--- src/rtl/adder_tree_pkg.sv ---
// Shared defaults and sizing helpers for the pipelined adder tree.
// Latency: n/a (constants and elaboration-time functions only).
// Backpressure: n/a.
package adder_tree_pkg;

    localparam int ADDER_TREE_WIDTH  = 32;
    localparam int ADDER_TREE_INPUTS = 8;

    // Operand count after zero padding up to the next power of two.
    function automatic int pow2_ceil(int n);
        int p;
        p = 1;
        while (p < n) p = p << 1;
        return p;
    endfunction

    // Number of sums held at tree level s (level 0 is the padded operand set).
    function automatic int level_width(int s, int n = ADDER_TREE_INPUTS);
        return pow2_ceil(n) >> s;
    endfunction

endpackage

--- src/rtl/adder_tree_level.sv ---
// One tree level: sums adjacent operand pairs into IN_NUM/2 registers.
// Latency: 1 cycle, result wraps modulo 2**WIDTH.
// Backpressure: none, a new operand set is taken every cycle.
module adder_tree_level
    import adder_tree_pkg::*;
#(
    parameter int WIDTH  = ADDER_TREE_WIDTH,
    parameter int IN_NUM = 2
) (
    input  logic                               clk,
    input  logic                               rst,
    input  logic [IN_NUM-1:0][WIDTH-1:0]       in_dat,
    output logic [IN_NUM/2-1:0][WIDTH-1:0]     sum_dat
);

    always_ff @(posedge clk) begin
        if (rst) begin
            sum_dat <= '0;
        end else begin
            for (int k = 0; k < IN_NUM / 2; k++) begin
                sum_dat[k] <= in_dat[2*k] + in_dat[2*k+1];
            end
        end
    end

endmodule

--- src/rtl/pipelined_adder_tree.sv ---
// Pipelined binary reduction tree summing INPUT_NUM operands; optional valid tracking under ADDER_TREE_VALID_EN.
// Latency: STAGE_NUM cycles, one register per tree level, no combinational path from indata to res.
// Backpressure: none, one operand vector accepted per clock with no stall.
module pipelined_adder_tree
    import adder_tree_pkg::*;
#(
    parameter int WIDTH     = ADDER_TREE_WIDTH,
    parameter int INPUT_NUM = ADDER_TREE_INPUTS,
    parameter int STAGE_NUM = $clog2(INPUT_NUM)
) (
    input  logic                           clk,
    input  logic                           rst,
    input  logic [INPUT_NUM-1:0][WIDTH-1:0] indata,
`ifdef ADDER_TREE_VALID_EN
    input  logic                           in_valid,
    output logic                           out_valid,
`endif
    output logic [WIDTH-1:0]               res
);

    localparam int P = pow2_ceil(INPUT_NUM);

    // Heap-ordered tree: node i has children 2i and 2i+1, leaves at P..2P-1, root at 1.
    logic [2*P-1:1][WIDTH-1:0] node;

    generate
        if (INPUT_NUM == P) begin : g_no_pad
            assign node[2*P-1:P] = indata;
        end else begin : g_pad
            assign node[P+INPUT_NUM-1:P] = indata;
            assign node[2*P-1:P+INPUT_NUM] = '0;
        end
    endgenerate

    for (genvar s = 1; s <= STAGE_NUM; s++) begin : g_level
        localparam int NIN  = level_width(s - 1, INPUT_NUM);
        localparam int NOUT = level_width(s, INPUT_NUM);

        adder_tree_level #(
            .WIDTH  (WIDTH),
            .IN_NUM (NIN)
        ) u_level (
            .clk     (clk),
            .rst     (rst),
            .in_dat  (node[2*NIN-1:NIN]),
            .sum_dat (node[2*NOUT-1:NOUT])
        );
    end

    assign res = node[1];

`ifdef ADDER_TREE_VALID_EN
    logic [STAGE_NUM-1:0] vld_sr;

    always_ff @(posedge clk) begin
        if (rst) begin
            vld_sr <= '0;
        end else begin
            vld_sr[0] <= in_valid;
            for (int i = 1; i < STAGE_NUM; i++) begin
                vld_sr[i] <= vld_sr[i-1];
            end
        end
    end

    assign out_valid = vld_sr[STAGE_NUM-1];
`endif

endmodule

--- config.mk ---
export PLATFORM = sky130hd
export DESIGN_NAME = pipelined_adder_tree
export DESIGN_NICKNAME = d
export VERILOG_FILES = /design/src/rtl/adder_tree_pkg.sv /design/src/rtl/adder_tree_level.sv /design/src/rtl/pipelined_adder_tree.sv
export SDC_FILE = /design/constraint.sdc
export NUM_CORES = 1
export LEC_CHECK = 0
export CELL_PAD_IN_SITES_DETAIL_PLACEMENT = 0
export CELL_PAD_IN_SITES_GLOBAL_PLACEMENT = 2
export CORE_MARGIN = 2
export CORE_UTILIZATION = 32
export DETAILED_ROUTE_END_ITERATION = 7
export PLACE_DENSITY_LB_ADDON = 0.1
export SLEW_MARGIN = 20
export SYNTH_ARGS = -nofsm -noshare
export SYNTH_HDL_FRONTEND = slang
export SYNTH_HIERARCHICAL = 1
export SYNTH_SLANG_ARGS = --single-unit
export TNS_END_PERCENT = 100
--- constraint.sdc ---
create_clock -name clk -period 3.1 [get_ports clk]
set_input_delay 0.465 -clock clk [delete_from_list [all_inputs] [get_ports clk]]
set_output_delay 0.465 -clock clk [all_outputs]
set_load 0.05 [all_outputs]
==> flow_metrics.tcl <==
set metrics [dict create \
    synth_nets 2705 \
    crit_path_frequent_cell "nor3_2" \
    path_class "flip-flop to flip-flop" \
    netlist_instances 2223 \
    nets 3140 \
    crit_required_ps 3540 \
    cts_tree "done" \
    synth_top_area_cell "dfxtp_1" \
    finClkSkew_ps 14.5 \
    synth_seq_cells 224 \
    dieArea_sq_um 58000 \
    crit_chain "ha_1 -> fa_1 -> a21o_1 -> a221oi_4 -> nor3_2 -> nor3_2 -> o31a_1 -> nand2_2 -> a311oi_2 -> mux2_1" \
    fin_crit_ps 2930 \
    holdCritPathClass "input port to flip-flop" \
    path_max_fanout 2 \
    die_y_um 241 \
    clk_latency_ps 560 \
    numCtsBuffers 27 \
    grt_pass1_vias 17200 \
    crit_path_end_kind "flip-flop" \
    hold_buffers 0 \
    cp_slowest_cell "fa_1" \
    grt_pass1_wl_um 92700 \
    drtIter0Drc 1151 \
    synth_cell_types 107 \
    cts_max_path_buffers 3 \
    synth_top_area_share_pct 25.0 \
    cellPowerDensity_nw_per_um2 533 \
    finalCritPeriodShare_pct 94.4 \
    largest_reg_flops 224 \
    synth_top_family_by_area "compound AO/OA/AOI/OAI gates" \
    htreeDepth 1 \
    top_register "g_level.u_level/sum_dat" \
    synth-xor-area-share_pct 6.79 \
    worstSetupStartpointType "flip-flop" \
    max_freq_mhz 342 \
    relSlewSlack_pct 42.2 \
    yosysWarnings 6 \
    avgSynthCellArea_sq_um 8.07 \
    reg_top3 "g_level.u_level/sum_dat: 224 flops" \
    p_leak_nw 10.4 \
    layout_setup_ws_ps 174 \
    rsz0062_at_grt "no" \
    clkTransAtPathRegs_ps 60 \
    final_layout_size_suffix_gt1_share_pct 11.5 \
    nFillCells 5728 \
    first_pass_iters 6 \
    place_inst 3377 \
    vdd_ir_drop_max_mv 0.436 \
    placedInstanceArea_sq_um 22900 \
    viasPerCell 5.23 \
    rows 86 \
    syn_to_final_growth_pct 33.0 \
    cp_num_buf_inv 0 \
    synth_edf_count 0 \
    synthMuxAreaShare_pct 1.69 \
    grt_max_degree 113 \
    crit_path_max_incr_delay_ps 410 \
    antenna_found_initial 2 \
    setup_viol 0 \
    post-place-ws_ps -260 \
    crit_family "compound AO/OA/AOI/OAI gates" \
    grt.total_usage_pct 19.9 \
    remaining_drc_errors 0 \
    synthTopCellsByArea "dfxtp_1 (25%), ha_1 (15%), a21oi_1 (5.7%)" \
    design_area_sq_um 23900 \
    syn-cell-area_sq_um 17900 \
    synth_compound_area_share_pct 27.0 \
    core_area_sq_um 55300 \
    fin_cells 3428 \
    synth_flop_cell "dfxtp_1" \
    tightest_slew_ps 867 \
    cts-root-buf "clkbuf_16" \
    final-hold-violation-count 0 \
    overflow 0 \
    outcome "finished, final reports clean" \
    num_io_pins 290 \
    vias 17900 \
    ant_nets 0 \
    drt-total-wl_um 59300 \
    cp_data_arrival_time_ps 3360 \
    fin_util_pct 43.1 \
    p_total_mw 12.7 \
    port_buffers 289 \
    synth-seq-area-share_pct 25.0 \
    yosys.area_share.simple_pct 20.5 \
    synth_fa_ha_area_share_pct 15.9 \
    initial_core_util_pct 32.4 \
    hpwl_um 49000 \
    clkSinkCount 224 \
    gp_congestion 0.871 \
    wl_per_cell_um 17.3 \
    die_width_um 241 \
    async_flop_share_pct 0 \
    slew_violations 0 \
    maxCapViolCount 0 \
]
cells in the mapped netlist, drive strengths merged, types with 15 or more instances:
master  count
a211oi     32
a21o      106
a21oi     208
a31oi      30
and3       23
buf        23
clkbuf     54
dfxtp     224
ha        217
inv        50
mux2       21
nand2     166
nand3      43
nand4      46
nor2      268
nor2b      46
nor3       79
o211ai     15
o21a       36
o21ai     123
o21bai     27
o31ai      18
xnor2      76
xor2       63
area by class of cell:
cell class / count / area [sq um] / area share (%)
multi-input combinational: 1871 / 12900 / 54.1
sequential: 224 / 4480 / 18.8
timing repair buffer: 483 / 4390 / 18.4
tap: 748 / 936 / 3.92
clock buffer: 30 / 707 / 2.96
clock inverter: 20 / 230 / 0.965
inverter: 51 / 191 / 0.802
antenna: 1 / 2.50 / 0.0105
placed cells by master (no fill, tap or decap), drive strengths merged, types with 52 or more instances in the layout:
| cell type | synthesis | layout |
|---|---|---|
| clkdlybuf4s50 | 0 | 288 |
| nor2 | 268 | 268 |
| dfxtp | 224 | 224 |
| ha | 217 | 217 |
| a21oi | 208 | 208 |
| buf | 23 | 194 |
| nand2 | 166 | 166 |
| o21ai | 123 | 123 |
| a21o | 106 | 106 |
| nor3 | 79 | 79 |
| xnor2 | 76 | 76 |
| xor2 | 63 | 63 |
| inv | 50 | 52 |
worst register-to-register path, stage by stage, from the launching register on:
cell and delay, ps:
dfxtp_1 300, ha_1 210, fa_1 410, a21o_1 240, a221oi_4 270, nor3_2 110
nor3_2 310, o31a_1 240, nand2_2 100, a311oi_2 260, mux2_1 350
routing by layer:
layer	up-vias	wire length, um	track usage, %
met4	0	896	2.99
li1	9090	-	-
met1	8405	29700	29.4
met2	387	25500	31.2
met3	61	3150	2.73
met5	-	0	0
stage by stage:
stage | setup TNS [ps] | hold WS, ps
finish | 0 | 306
global route | 0 | 321
CTS | 0 | 279
detailed placement | -3880 | 554
global placement | -3390 | 556
floorplan | 0 | 524
kinds of logic after synthesis:
family / after synthesis
AND/OR/NAND/NOR: 764
AO/OA/AOI/OAI: 717
multiplexers: 27
XOR/XNOR: 139
flip-flops: 224
adder cells (fa/ha/maj): 224
buffers and inverters: 128
power breakdown:
part	internal, mW	switching (mW)	total (mW)
registers	3.43	0.236	3.67
clock network	1.99	1.35	3.34
logic	2.45	3.25	5.70
what timing repair did:
action,4_1_cts,5_1_grt
resized for setup,0,1
buffers inserted,0,0
setup endpoints to repair,0,2
final timing paths:
check	from	to	slack [ps]	cells after the start
setup / recovery	g_level[1].u_level/sum_dat[64]	g_level[2].u_level/sum_dat[60]	170	10
hold / removal	rst	g_level[2].u_level/sum_dat[31]	310	2
setup reg to reg	g_level[1].u_level/sum_dat[64]	g_level[2].u_level/sum_dat[60]	170	10
hold reg to reg	g_level[2].u_level/sum_dat[32]	g_level[3].u_level/sum_dat[0]	560	2
Note: power is estimated with default switching activity, not from simulation.
